### config.mk
export PLATFORM = sky130hd
export DESIGN_NAME = sequence_decode
export DESIGN_NICKNAME = d
export VERILOG_FILES = /design/src/rtl/sequence_decode.sv
export SDC_FILE = /design/constraint.sdc
export NUM_CORES = 1
export LEC_CHECK = 0
export ABC_CLOCK_PERIOD_IN_PS = 1800
export CAP_MARGIN = 20
export CORE_ASPECT_RATIO = 0.8
export CORE_MARGIN = 3
export CORE_UTILIZATION = 45
export CTS_CLUSTER_DIAMETER = 60
export DETAILED_ROUTE_END_ITERATION = 16
export PLACE_DENSITY = 0.75
export SLEW_MARGIN = 20
export SYNTH_ARGS = -nofsm -noshare
export SYNTH_HDL_FRONTEND = slang
export SYNTH_SLANG_ARGS = --single-unit
### constraint.sdc
create_clock -name clk -period 1.8 [get_ports clk]
set_clock_uncertainty 0.05 [all_clocks]
set_input_delay 0.18 -clock clk [delete_from_list [all_inputs] [get_ports clk]]
set_output_delay 0.18 -clock clk [all_outputs]
set_load 0.1 [all_outputs]
### src/rtl/sequence_decode.sv
// Modified-Miller slot decoder: PCD pause falling edges -> X/Y/Z/ERROR strobe per bit slot.
// Strobe is DECIDE+1 cycles after a Z edge, TOL+2 after an X edge; there is no backpressure, one strobe per slot.
package sequence_decode_pkg;
  typedef enum logic [1:0] {
    PCDBitSequence_X     = 2'd0,
    PCDBitSequence_Y     = 2'd1,
    PCDBitSequence_Z     = 2'd2,
    PCDBitSequence_ERROR = 2'd3
  } PCDBitSequence;
endpackage

module sequence_decode
  import sequence_decode_pkg::*;
#(
  parameter int BIT_TICKS = 128,
  parameter int TOL       = 8
) (
  input  logic          clk,
  input  logic          rst_n,
  input  logic          pause_n_synchronised,
  output PCDBitSequence sd_seq,
  output logic          sd_seq_valid,
  output logic          idle
);

  localparam int PW = $clog2(BIT_TICKS);
  localparam logic [PW-1:0] PH_LAST = PW'(BIT_TICKS - 1);
  localparam logic [PW-1:0] PH_HALF = PW'(BIT_TICKS / 2);
  localparam logic [PW-1:0] PH_DEC  = PW'(BIT_TICKS / 2 + TOL + 1);
  localparam logic [PW-1:0] PH_Z_LO = PW'(BIT_TICKS - TOL);
  localparam logic [PW-1:0] PH_Z_HI = PW'(TOL);
  localparam logic [PW-1:0] PH_X_LO = PW'(BIT_TICKS / 2 - TOL);
  localparam logic [PW-1:0] PH_X_HI = PW'(BIT_TICKS / 2 + TOL);

  typedef enum logic {S_IDLE, S_ACTIVE} state_t;

  state_t        r_state, w_state_nxt;
  logic [PW-1:0] r_ph, w_ph_nxt;
  logic          r_pend_vld, w_pend_vld_nxt;
  PCDBitSequence r_pend, w_pend_nxt;
  logic          r_y_seen, w_y_seen_nxt;
  logic          r_pause_prev;
  PCDBitSequence w_seq_nxt;
  logic          w_seq_vld_nxt;
  logic          w_fall, w_in_z, w_in_x, w_decide;
  PCDBitSequence w_cls;

  always_ff @(posedge clk or negedge rst_n) begin
    if (!rst_n) begin
      r_state      <= S_IDLE;
      r_ph         <= '0;
      r_pend_vld   <= 1'b0;
      r_pend       <= PCDBitSequence_Y;
      r_y_seen     <= 1'b0;
      r_pause_prev <= 1'b1;
      sd_seq       <= PCDBitSequence_Y;
      sd_seq_valid <= 1'b0;
      idle         <= 1'b1;
    end else begin
      r_state      <= w_state_nxt;
      r_ph         <= w_ph_nxt;
      r_pend_vld   <= w_pend_vld_nxt;
      r_pend       <= w_pend_nxt;
      r_y_seen     <= w_y_seen_nxt;
      r_pause_prev <= pause_n_synchronised;
      sd_seq       <= w_seq_nxt;
      sd_seq_valid <= w_seq_vld_nxt;
      idle         <= (r_state == S_IDLE);
    end
  end

  always_comb begin
    w_fall   = r_pause_prev & ~pause_n_synchronised;
    w_in_z   = (r_ph >= PH_Z_LO) || (r_ph <= PH_Z_HI);
    w_in_x   = (r_ph >= PH_X_LO) && (r_ph <= PH_X_HI);
    w_decide = (r_ph == PH_DEC);
    w_cls    = w_in_z ? PCDBitSequence_Z : (w_in_x ? PCDBitSequence_X : PCDBitSequence_ERROR);

    w_state_nxt    = r_state;
    w_ph_nxt       = r_ph;
    w_pend_vld_nxt = r_pend_vld;
    w_pend_nxt     = r_pend;
    w_y_seen_nxt   = r_y_seen;
    w_seq_nxt      = sd_seq;
    w_seq_vld_nxt  = 1'b0;

    case (r_state)
      S_IDLE: begin
        w_ph_nxt = '0;
        if (w_fall) begin
          w_state_nxt    = S_ACTIVE;
          w_pend_vld_nxt = 1'b1;
          w_pend_nxt     = PCDBitSequence_Z;
          w_y_seen_nxt   = 1'b0;
        end
      end
      default: begin
        w_ph_nxt = (r_ph == PH_LAST) ? '0 : r_ph + PW'(1);
        if (w_decide) begin
          w_seq_vld_nxt  = 1'b1;
          w_seq_nxt      = r_pend_vld ? r_pend : PCDBitSequence_Y;
          w_pend_vld_nxt = 1'b0;
          w_y_seen_nxt   = !r_pend_vld;
          if (!r_pend_vld && r_y_seen) begin
            w_state_nxt  = S_IDLE;
            w_ph_nxt     = '0;
            w_y_seen_nxt = 1'b0;
          end
        end
        // An edge on the decide cycle belongs to the next slot, so the old pending value is ignored.
        if (w_fall && (w_state_nxt == S_ACTIVE)) begin
          w_pend_vld_nxt = 1'b1;
          w_pend_nxt     = (r_pend_vld && !w_decide) ? PCDBitSequence_ERROR : w_cls;
          if (w_in_z) begin
            w_ph_nxt = '0;
          end else if (w_in_x) begin
            w_ph_nxt = PH_HALF;
          end
        end
      end
    endcase
  end

endmodule

# Word level (Yosys, flattened, before mapping)
# Index checks and enable logic that the tools add are counted.
# classes
div,0
bitwise_logic,3
mul,0
n_addsub,1
eq_ne,5
n_lt_le_gt_ge,4
n_shift,0
n_reduce_logical,12
muxes,29
# ops
op,count
$mux W7,7
$mux W1,15
$eq A7 B7 Y1 const B,2
$mux W2,7
$reduce_and A2 Y1,4
$add A7 B1 Y7 const B,1
$ge A7 B6 Y1 const B,1
$ge A7 B7 Y1 const B,1
$le A7 B4 Y1 const B,1
$le A7 B7 Y1 const B,1
$logic_and A1 B1 Y1,4
$ne A2 B1 Y1 const B,2
$ne A3 B1 Y1 const B,1
$logic_not A1 Y1,2
$not A1 Y1,2
$reduce_bool A2 Y1,1
$and A1 B1 Y1,1
$logic_or A1 B1 Y1,1
# totals
romBits,0
in_bits,3
elab_cells,63
out_inout_bits,4
latchBits,0
reg_bits,17
ramBits,0
memories,0

# Logic depth before layout (Yosys ltp)
# depth
ltp_word,8
depth_mapped,6

# Least setup slack after synthesis
# Ideal clock, no wire load.
# synth_timing
path_type,flip-flop to flip-flop
startpoint,reg r_ph[0]
endpoint,reg r_ph[3]
stages_incl_launch_ff,6
slack_ps,275
t_arrival_ps,1395
path_cell_list,dfrtp_1 > ha_1 > and4b_4 > a31o_4 > a21o_4 > nor3_2
# synth_via
elab_chain_cells,8
elab_cells_between_ends,19
classes_between,add/sub: 1; order compare: 4; eq/ne: 2; mux: 9; reduce/logical: 3
# synth_rtl
item,line,text
from (decl),38,"logic [PW-1:0] r_ph, w_ph_nxt;"
from (signal assigned),61,r_ph <= w_ph_nxt;
$add A7 B1 Y7 / $eq A7 B7 Y1 (equally long branches),98,w_ph_nxt = (r_ph == PH_LAST) ? '0 : r_ph + PW'(1);
$mux W7,98,
$mux W7,104,if (!r_pend_vld && r_y_seen) begin
$mux W7,99,if (w_decide) begin
$mux W7,116,end else if (w_in_x) begin
$mux W7,114,if (w_in_z) begin
$mux W7 *,111,if (w_fall && (w_state_nxt == S_ACTIVE)) begin
$mux W7 *,87,case (r_state)
named net w_ph_nxt[3],38,
# Mark *: on every way through the listed nets, which the timed path passes. The rest lies on a longest branch. The select of a mux whose other input is x is not followed.
# A chain may end at the register's enable or synchronous reset.

# Worst setup path after layout
# layout_timing
startpoint,reg r_ph[1]
endpoint,reg r_pend[1]
# layout_via
elab_chain_cells,7
elab_cells_between_ends,19
classes_between,order compare: 4; eq/ne: 2; mux: 7; reduce/logical: 6
# layout_rtl
item,line,text
$ge A7 B6 Y1 / $le A7 B7 Y1 (equally long branches),75,w_in_x = (r_ph >= PH_X_LO) && (r_ph <= PH_X_HI);
$logic_and A1 B1 Y1,75,
$mux W2 (2 in series),77,w_cls = w_in_z ? PCDBitSequence_Z : (w_in_x ? PCDBitSequence_X : PCDBitSequence_ERROR);
$mux W2,113,w_pend_nxt = (r_pend_vld && !w_decide) ? PCDBitSequence_ERROR : w_cls;
$mux W2,111,
$mux W2,87,
to (signal assigned),53,r_pend <= PCDBitSequence_Y;
to (signal assigned),63,r_pend <= w_pend_nxt;
to (decl),40,"PCDBitSequence r_pend, w_pend_nxt;"
# Parallel ways exist; a longest one is shown, timed or not. The select of a mux whose other input is x is not followed.

==> results.sh <==
export IMPL_syn_instance_count=85
export IMPL_path_cells="inv_1 -> ha_1 -> nand4b_1 -> nor3_4 -> buf_12 -> mux2i_1 -> a31oi_1"
export IMPL_drc=0
export IMPL_async_reset_ff_share_pct=100
export IMPL_grt_start_max_net_pins=18
export IMPL_viasPerCell=5.79
export IMPL_r2r_start="r_ph[1]$_DFF_PN0_"
export IMPL_diodes=0
export IMPL_status="finished clean"
export IMPL_critPathBufInv=2
export IMPL_clkSinkCount=17
export IMPL_synth_area_top_cells="dfrtp_1 36%, dfstp_2 12%, ha_1 4.2%"
export IMPL_grt_overflow_total=0
export IMPL_layout_drive_gt1_share_pct=23.4
export IMPL_synth_most_common_cell="dfrtp_1"
export IMPL_regMostFlops="r_ph"
export IMPL_fmax_ghz=0.580
export IMPL_dp_hpwl_um=1250
export IMPL_clock_latency_ns=0.29
export IMPL_initial_core_util_pct=51.2
export IMPL_gr_usage_all_layers_pct=15.3
export IMPL_postPlaceCellArea_um2=996
export IMPL_end_kind="register"
export IMPL_clkTransAtPathRegs_ns=0.09
export IMPL_cap_violations=0
export IMPL_wire_per_inst_um=14.8
export IMPL_fin_hold_ws_ns=0.146
export IMPL_leakagePower_uw=0.000428
export IMPL_yosysUniqueCellTypes=36
export IMPL_yosysSeqAreaShare_pct=47.8
export IMPL_die_h_um=46.0
export IMPL_cp_slowest_stage_delay_ns=0.41
export IMPL_synth_warnings=0
export IMPL_cts_tree="built"
export IMPL_post_route_util_pct=59.3
export IMPL_p_per_area_nw_per_um2=1360
export IMPL_hold_path_class="input pin to async pin"
export IMPL_cp_required_ns=1.92
export IMPL_gp_congestion=0.831
export IMPL_synth_edf_count=0
export IMPL_port_buffers=6
export IMPL_area_growth_pct=15.9
export IMPL_synth_area_leader_cell="dfrtp_1"
export IMPL_finalSetupTns_ns=0
export IMPL_ys_flop_type="dfrtp_1"
export IMPL_grt_pass1_vias=590
export IMPL_reg2reg_to="r_pend[1]$_DFFE_PN0P_"
export IMPL_largest_reg_flops=7
export IMPL_die_x_um=56.0
export IMPL_worst_path_max_delay_cell="dfrtp_1"
export IMPL_cts_max_level=1
export IMPL_crit_family="simple AND/OR/NAND/NOR gates"
export IMPL_top_regs="r_ph x7, r_pend x2, sd_seq x2"
export IMPL_relSlewSlack_pct=74.8
export IMPL_drt_pass1_iterations=4
export IMPL_setup_violations=0
export IMPL_row_count=13
export IMPL_netlist_area_um2=900
export IMPL_finalPower_uw=1420
export IMPL_hold_viol=0
export IMPL_antenna_found_initial=0
export IMPL_finalWirelength_um=1720
export IMPL_finalNetCount=101
export IMPL_slew_viol_final=0
export IMPL_post_cts_resized=0
export IMPL_clock_path_buffers=2
export IMPL_ios=7
export IMPL_netlist_top_cells_count="13 x dfrtp_1, 6 x inv_1, 6 x nor2_1"
export IMPL_syn_area_per_cell_um2=10.6
export IMPL_peakVddDrop_uv=929
export IMPL_yosys_area_top_type_share_pct=36.2
export IMPL_grt_pass1_wl_um=2860
export IMPL_die_area_um2=2570
export IMPL_ant_nets=0
export IMPL_cp_start_kind="register"
export IMPL_worst_r2r_path_depth=7
export IMPL_fin_area_um2=1040
export IMPL_clock_root_buffer="clkbuf_4"
export IMPL_cp_data_arrival_time_ns=1.84
export IMPL_syn_nets=91
export IMPL_fp_coreArea_um2=1760
export IMPL_cts_buffers=3
export IMPL_nFillCells=145
export IMPL_worst_pin_slew_ns=0.377
export IMPL_ctsHoldBuffers=0
export IMPL_synth_seq_cells=17
export IMPL_rrSetupSlack_ns=0.08
export IMPL_drt_iter0_markers=22
export IMPL_critPathMaxFanout=7
export IMPL_worstSetupPathType="register to register"
export IMPL_finalCritPeriodShare_pct=95.8
export IMPL_period_needed_ns=1.72
export IMPL_vias=672
kinds of logic after synthesis:
family                     share of synthesized area [%]
xor gates and xnor gates                            2.92
DFF                                                 47.8
adders and majority gates                           4.17
AOI/OAI and AO/OA                                   17.8
muxes                                               3.34
and+or+nand+nor                                     19.9
buffers and inverters                               4.03
cell type report:
cell class	count	area [um^2]	share of cell area (%)
multi-input combinational	59	433	41.5
tap	22	27.5	2.64
clock buffer	4	26.3	2.52
inverter	6	22.5	2.16
timing repair buffer	8	103	9.84
sequential	17	430	41.3
cell usage in the layout (no fill, tap or decap), types with 3 or more instances in the layout:
cell type,n
buf_12,3
nand3_1,4
a21oi_1,4
dfrtp_1,13
inv_1,6
nor3_1,4
clkbuf_4,3
nor2_1,6
ha_1,3
buf_4,3
dfstp_2,4
nand2_1,4
mux2i_1,3
metal layers:
metal | GRT usage [%] | routed length, um
met5 | 0 | 0
met4 | 7.11 | 57
met3 | 6.23 | 98
met2 | 21.2 | 754
met1 | 20.9 | 804
power breakdown:
part / switching, uW / internal, uW
combinational: 321 / 231
sequential: 164 / 502
clock: 112 / 86.3
total: 597 / 819
worst max path at each step:
stage | startpoint | to | slack (ns) | cells after the start
floorplan | r_ph[0]$_DFF_PN0_ | r_ph[3]$_DFF_PN0_ | 0.28 | 5
global placement | r_ph[0]$_DFF_PN0_ | r_ph[3]$_DFF_PN0_ | 0.20 | 5
detailed placement | r_ph[1]$_DFF_PN0_ | sd_seq[1]$_DFFE_PN0P_ | 0.13 | 6
CTS | r_ph[1]$_DFF_PN0_ | sd_seq[1]$_DFFE_PN0P_ | 0.1 | 6
global route | r_ph[4]$_DFF_PN0_ | r_pend[0]$_DFFE_PN1P_ | -0.04 | 4
finish | r_ph[1]$_DFF_PN0_ | r_pend[1]$_DFFE_PN0P_ | 0.08 | 7
what timing repair did:
| action | CTS | global route |
|---|---|---|
| setup buffers | 0 | 1 |
| hold endpoints to repair | 0 | 0 |
| setup endpoints to repair | 0 | 3 |
metrics by stage:
stage / instances / setup slack, ns
after floorplan: 85 / 0.275
after global placement: 111 / 0.202
after detailed placement: 111 / 0.130
after CTS: 115 / 0.0999
after global routing: 116 / -0.0362
final: 116 / 0.0764
Note: power is estimated with default switching activity, not from simulation.
